[src/rtl/fifo_read_ctrl.sv]
// -----------------------------------------------------------------------------
// fifo_read_ctrl
//
// Purpose:
//   Pulls words from a synchronous FIFO with a one-cycle registered read port
//   and presents them on a valid/ready stream. A 2-entry skid buffer plus a
//   one-bit "inflight" flag absorbs the FIFO read latency. This lets the block
//   sustain one word per cycle without ever dropping a word that was already
//   requested.
//
// Optional feature:
//   FIFO_RD_CNT_EN - when defined, adds the xfer_count output, a 16-bit
//                    wrapping count of words handed downstream.
//
// Ports:
//   clk         in   single clock, rising edge
//   reset       in   asynchronous reset, active low
//   fifo_empty  in   FIFO empty flag
//   fifo_rd_en  out  FIFO pop request (combinational)
//   fifo_data   in   FIFO read data, valid the cycle after an accepted pop
//   m_valid     out  downstream word available (registered)
//   m_ready     in   downstream accepts word
//   m_data      out  downstream word (registered head entry)
//   xfer_count  out  [FIFO_RD_CNT_EN only] words delivered, wraps at 16 bits
// -----------------------------------------------------------------------------
module fifo_read_ctrl #(
  parameter int N = 4
) (
  input  logic         clk,
  input  logic         reset,
  input  logic         fifo_empty,
  output logic         fifo_rd_en,
  input  logic [N-1:0] fifo_data,
  output logic         m_valid,
  input  logic         m_ready,
  output logic [N-1:0] m_data
`ifdef FIFO_RD_CNT_EN
  ,
  output logic [15:0]  xfer_count
`endif
);

  // Skid buffer occupancy encoding
  localparam logic [1:0] EMPTY = 2'b00;
  localparam logic [1:0] ONE   = 2'b01;
  localparam logic [1:0] TWO   = 2'b10;

  logic [1:0]   occ_q, occ_d;
  logic         inflight_q, inflight_d;
  logic         valid_q, valid_d;
  logic [N-1:0] buf0_q, buf0_d;   // head entry, drives m_data
  logic [N-1:0] buf1_q, buf1_d;   // second entry

  logic         pop_s;
  logic         accept_s;
  logic         rd_en_s;
  logic [1:0]   occ_num_s;
  logic [2:0]   level_s;

  assign pop_s = valid_q & m_ready;

  // Decode occupancy state into a numeric word count
  always_comb begin
    occ_num_s = 2'd0;
    case (occ_q)
      EMPTY:   occ_num_s = 2'd0;
      ONE:     occ_num_s = 2'd1;
      TWO:     occ_num_s = 2'd2;
      default: occ_num_s = 2'd0;
    endcase
  end

  // Words held or owed after this edge's pop; pop implies occ >= 1, so no underflow
  assign level_s = {1'b0, occ_num_s} + {2'b00, inflight_q} - {2'b00, pop_s};

  // Only request when the buffer is guaranteed room for the returning word.
  // Gating with reset keeps the request low while reset is held.
  assign rd_en_s    = reset & ~fifo_empty & (level_s < 3'd2);
  assign accept_s   = rd_en_s & ~fifo_empty;
  assign fifo_rd_en = rd_en_s;

  // Next-state for skid buffer: pop shifts entry 1 to head, capture fills the tail
  always_comb begin
    occ_d  = occ_q;
    buf0_d = buf0_q;
    buf1_d = buf1_q;
    case ({pop_s, inflight_q})
      2'b10: begin
        buf0_d = buf1_q;
        occ_d  = (occ_q == TWO) ? ONE : EMPTY;
      end
      2'b01: begin
        case (occ_q)
          EMPTY: begin
            buf0_d = fifo_data;
            occ_d  = ONE;
          end
          ONE: begin
            buf1_d = fifo_data;
            occ_d  = TWO;
          end
          default: occ_d = occ_q;
        endcase
      end
      2'b11: begin
        // Simultaneous pop and capture: occupancy unchanged, order kept
        if (occ_q == TWO) begin
          buf0_d = buf1_q;
          buf1_d = fifo_data;
        end else begin
          buf0_d = fifo_data;
        end
      end
      default: occ_d = occ_q;
    endcase
    inflight_d = accept_s;
    valid_d    = (occ_d != EMPTY);
  end

  // Skid buffer and inflight state registers
  always_ff @(posedge clk or negedge reset) begin
    if (!reset) begin
      occ_q      <= EMPTY;
      inflight_q <= 1'b0;
      valid_q    <= 1'b0;
      buf0_q     <= '0;
      buf1_q     <= '0;
    end else begin
      occ_q      <= occ_d;
      inflight_q <= inflight_d;
      valid_q    <= valid_d;
      buf0_q     <= buf0_d;
      buf1_q     <= buf1_d;
    end
  end

  assign m_valid = valid_q;
  assign m_data  = buf0_q;

`ifdef FIFO_RD_CNT_EN
  logic [15:0] count_q, count_d;

  // Transfer count next-state, wraps naturally at 16 bits
  always_comb begin
    if (pop_s) begin
      count_d = count_q + 16'd1;
    end else begin
      count_d = count_q;
    end
  end

  // Transfer count register
  always_ff @(posedge clk or negedge reset) begin
    if (!reset) begin
      count_q <= 16'd0;
    end else begin
      count_q <= count_d;
    end
  end

  assign xfer_count = count_q;
`endif

endmodule
[config.mk]
export PLATFORM = sky130hd
export DESIGN_NAME = fifo_read_ctrl
export DESIGN_NICKNAME = d
export VERILOG_FILES = /design/src/rtl/fifo_read_ctrl.sv
export SDC_FILE = /design/constraint.sdc
export NUM_CORES = 1
export LEC_CHECK = 0
export ABC_AREA = 1
export CORE_MARGIN = 2
export CORE_UTILIZATION = 55
export CTS_CLUSTER_SIZE = 40
export DETAILED_ROUTE_END_ITERATION = 16
export GPL_TIMING_DRIVEN = 0
export PLACE_DENSITY = 0.82
export SLEW_MARGIN = 20
export SYNTH_ARGS = -nofsm -noshare
export SYNTH_HDL_FRONTEND = slang
export SYNTH_SLANG_ARGS = --single-unit
export TNS_END_PERCENT = 20
[constraint.sdc]
create_clock -name clk -period 3.55 [get_ports clk]
set_clock_uncertainty 0.05 [all_clocks]
set_input_delay 0.8875 -clock clk [delete_from_list [all_inputs] [get_ports clk]]
set_output_delay 0.8875 -clock clk [all_outputs]
set_load 0.01 [all_outputs]
# Word level (Yosys, flattened, before mapping)
# Cells that the tools add are included.
# word_totals
mem_count,0
ram_bits,0
elab_cells,37
latch_bits,0
output_inout_bits,6
mem_bits_ro,0
input_bits,8
register_bits,12
# classes
magnitude_cmp,1
eq_ne,8
addsub,2
reduce_logical,6
bitwise,5
shifts,0
n_div,0
muxes,10
multipliers,0
# op_table
operator,n
$mux 4,4
$pmux 2 s2,3
$pmux 4 s3,1
$pmux 4 s2,1
$eq 2x2->1 const B,3
$ne 2x2->1 const B,3
$and 1x1->1,4
$eq 2x1->1 const B,2
$reduce_bool 2->1,2
$add 2x1->3,1
$lt 3x2->1 const B,1
$reduce_and 3->1,1
$reduce_bool 3->1,1
$sub 3x1->3,1
$logic_not 2->1,1
$reduce_and 2->1,1
$mux 1,1
$not 1->1,1

# Depth between registers and ports, before layout
# Gate-level depths: netlist of run 1.
# logic_depth
word_depth,7
depth_mapped,10
ltp_nobuf,9

# Least setup slack after synthesis of run 1
# Ideal clock, no wire load.
# synth_path
path_kind,input-to-output
startpoint,input port m_ready
endpoint,output port fifo_rd_en
required_ns,2.612
arrival_ns,2.121
n_path_buf,0
cell_stages,6
slack_ns,0.492
cell_sequence,nand2_4 > nor2_1 > o21ai_0 > fa_1 > nand2_1 > nor3_1
# synth_via
elab_chain_cells,4
# synth_lines
element,line,source
from (decl),35,"input logic m_ready,"
$and 1x1->1,60,assign pop_s = valid_q & m_ready;
$sub 3x1->3,74,"assign level_s = {1'b0, occ_num_s} + {2'b00, inflight_q} - {2'b00, pop_s};"
$lt 3x2->1,78,assign rd_en_s = reset & ~fifo_empty & (level_s < 3'd2);
$and 1x1->1,78,
to (decl),32,"output logic fifo_rd_en,"
# Every way passes these cells.

# Worst setup path after layout of run 1
# Ends and elaborated chain as after synthesis.

==> qor.csv, run 1 <==
metric,value,unit
postSynthCellCount,113,
combPwrFrac,55.1,%
grt_pass1_vias,672,
crit_fanout,4,
nNetsFinal,146,
worst_slew_pin_slew,0.588,ns
drt-vias-per-instance,5.01,
place_congestion,0.832,
cp_slowest_cell,fa_1,
rsz0062_at_grt,false,
maxSlewViolCount,0,
synthTopCellsByArea,"dfrtp_1, nand2_1, nand3_1, inv_1, ha_1",
cp.required,2.61,ns
die_area,0.00185,mm²
grt_max_degree,14,
p_int,0.466,mW
drv_cap,0,
dp_hpwl,1.20,mm
track_usage,19.8,%
final_layout_size_suffix_gt1_share,15.9,%
synth_area,837,µm²
synth_compound_area_share,0.598,%
yosys.cell_types.count,21,
yosysWarningCount,0,
syn_area_per_cell,7.41,µm²
holdPathStages,2,
drtIter0Drc,14,
worst_ir_drop_vdd,0.000525,V
preCtsSetupSlack,-0.614,ns
leakagePower,0.587,nW
fin_ws,0.106,ns
synth_fp_nets,126,
status,"finished, final reports clean",
p_switching,0.344,mW
critPathLaunch,m_ready,
wire_per_inst,10.9,µm
io-pin-count,14,
final_common_cell,nand2_1,
cts_max_level,1,
cts-root-buf,clkbuf_4,
drcViolationCount,0,
clkPwrFrac,14.2,%
hp-class,reg -> reg,
finalInstanceArea,0.00104,mm²
clk_pin_slew_worst_paths,0.08,ns
synth_top_area_share,35.9,%
rows,14,
yosys.area.top_type,dfrtp_1,
synthMuxAreaShare,0,%
clock_latency,0.28,ns
port_buffers,13,
grt_pass1_wl,2.73,mm
relSlewSlack,60.7,%
start_kind,primary input,
cts_sinks,12,
initial_core_util,56.9,%
wl,1.62,mm
grt.overflow.total,0,
cts_tree,built,
holdCritStartpoint,buf1_q[0],
area_growth,24.4,%
synth_xor_area_share,1.05,%
drt_pre_antenna_iters,4,
p_seq_share,30.8,%
critPathTopFamily,buffers and inverters,
fp.coreArea,0.00147,mm²
diodes,0,
slowest_delay,0.49,ns
ys_seq_area_share,35.9,%
synth-adder-area-share,8.37,%
finalSetupViolCount,0,
fin_crit_sh,97.0,%
r2r_slack,1.68,ns
yosys.area_share.simple,44.7,%
vias,742,
r2r_start,occ_q[1],
arrival,2.51,ns
holdPathEnd,buf1_q[0],
worstPathBufferInverterCount,3,
mostFrequentLayoutCells,"nand2_1, nand3_1, inv_1, dfrtp_1, clkdlybuf4s50_1",
fmax,0.290,GHz
cp-end-kind,output pin,
cts_buffers,3,
hold_buffers,0,
power,0.809,mW
finalSetupTns,0,ns
holdWs,0.505,ns
die_w,43.0,µm
cp_cell_sequence,"dlygate4sd2_1, nand2_4, inv_2, nor2_2, o21ai_0, fa_1, nand2_1, nor3_1, clkdlybuf4s15_2",
finalCriticalPeriod,3.44,ns
placed_cell_area,987,µm²
p_sw_share,42.5,%
r2r_end,inflight_q,
antenna_found_initial,0,
p_per_area,777,mW/mm²
antenna_left,0,
synth_top_family_by_area,simple AND/OR/NAND/NOR gates,
reg2reg_depth,8,
die_h,43.0,µm
hold_violations,0,
cts_buffer_depth,2,
synth_seq_cells,12,
critPathKind,in -> out,
Yosys cell counts:
cell type,n
buf_6,1
nor2_8,1
ha_1,4
nand3_1,15
nor3_1,2
nand2_1,41
fa_1,1
dfrtp_1,12
inv_4,1
xor2_1,1
nand2_2,4
or2_0,4
nand3b_1,1
nor2_1,3
nand2_4,3
inv_1,14
o21ai_0,1
inv_2,1
or2_1,1
buf_2,1
nor2_2,1
power groups by stage:
| stage | sequential (mW) | clock, mW | combinational, mW |
|---|---|---|---|
| 6_report | 0.249 | 0.115 | 0.446 |
| 3_5_place_dp | 0.252 | 0 | 0.435 |
| 3_3_place_gp | 0.248 | 0 | 0.422 |
| 2_1_floorplan | 0.258 | 0 | 0.291 |
| 4_1_cts | 0.249 | 0.113 | 0.448 |
| 5_1_grt | 0.258 | 0.119 | 0.498 |
per-stage QoR:
stage	util, %	instances
after floorplan	-	113
after global placement	67.1	142
after detailed placement	67.1	142
after CTS	70.7	148
after global routing	70.7	148
final	70.7	148
worst reg2reg max path, stage by stage (launching register included):
cell and delay, ns:
dfrtp_1 0.40, inv_1 0.12, ha_1 0.20, inv_1 0.06, nor2_2 0.13, o21ai_0 0.11
fa_1 0.49, nand2_1 0.06, nor3_1 0.18
state kept, by name, indices dropped and copies added (netlist names):
register and count:
buf1_q 4, inflight_q 1, m_data 4, m_valid 1, occ_q 2
layout make-up:
type	count	area, µm²
repair buffers	15	145
well taps	16	20.0
flip-flops and latches	12	300
multi-input cells	83	460
inverters	16	62.6
plain buffers	2	16.3
fillers	122	430
clock buffers	4	36.3
cell families after synthesis:
group           after synthesis
fa+ha+maj                     5
compound gates                1
buf+inv                      18
simple gates                 76
flops                        12
xor+xnor                      1
per-layer routing:
metal,global-route usage [%],wire [µm],vias up,part of all wire [%]
met1,24.1,761,336,47
met4,7.27,19,0,1.2
met5,0,0,-,0
li1,-,-,385,-
met2,34.2,764,17,47
met3,3.83,72,4,4.5
what timing repair did:
item                       CTS  global route
setup endpoints to repair    1             0
setup buffers                2             0
resized for setup            5             0
how the worst max path moves through the flow:
stage,to,slack (ns),depth (start not counted)
after floorplan,fifo_rd_en,0.49,6
after global placement,fifo_rd_en,-0.55,8
after detailed placement,fifo_rd_en,-0.61,8
after CTS,fifo_rd_en,0.1,9
after global routing,fifo_rd_en,0.03,9
final,fifo_rd_en,0.11,9
(Power assumes the default switching activity.)
==> inputs of run 2 (changes only) <==
- GPL_ROUTABILITY_DRIVEN: not set -> 0
==> results of run 2 <==
No change in the layout: final DEF, timing and power equal those of run 1.
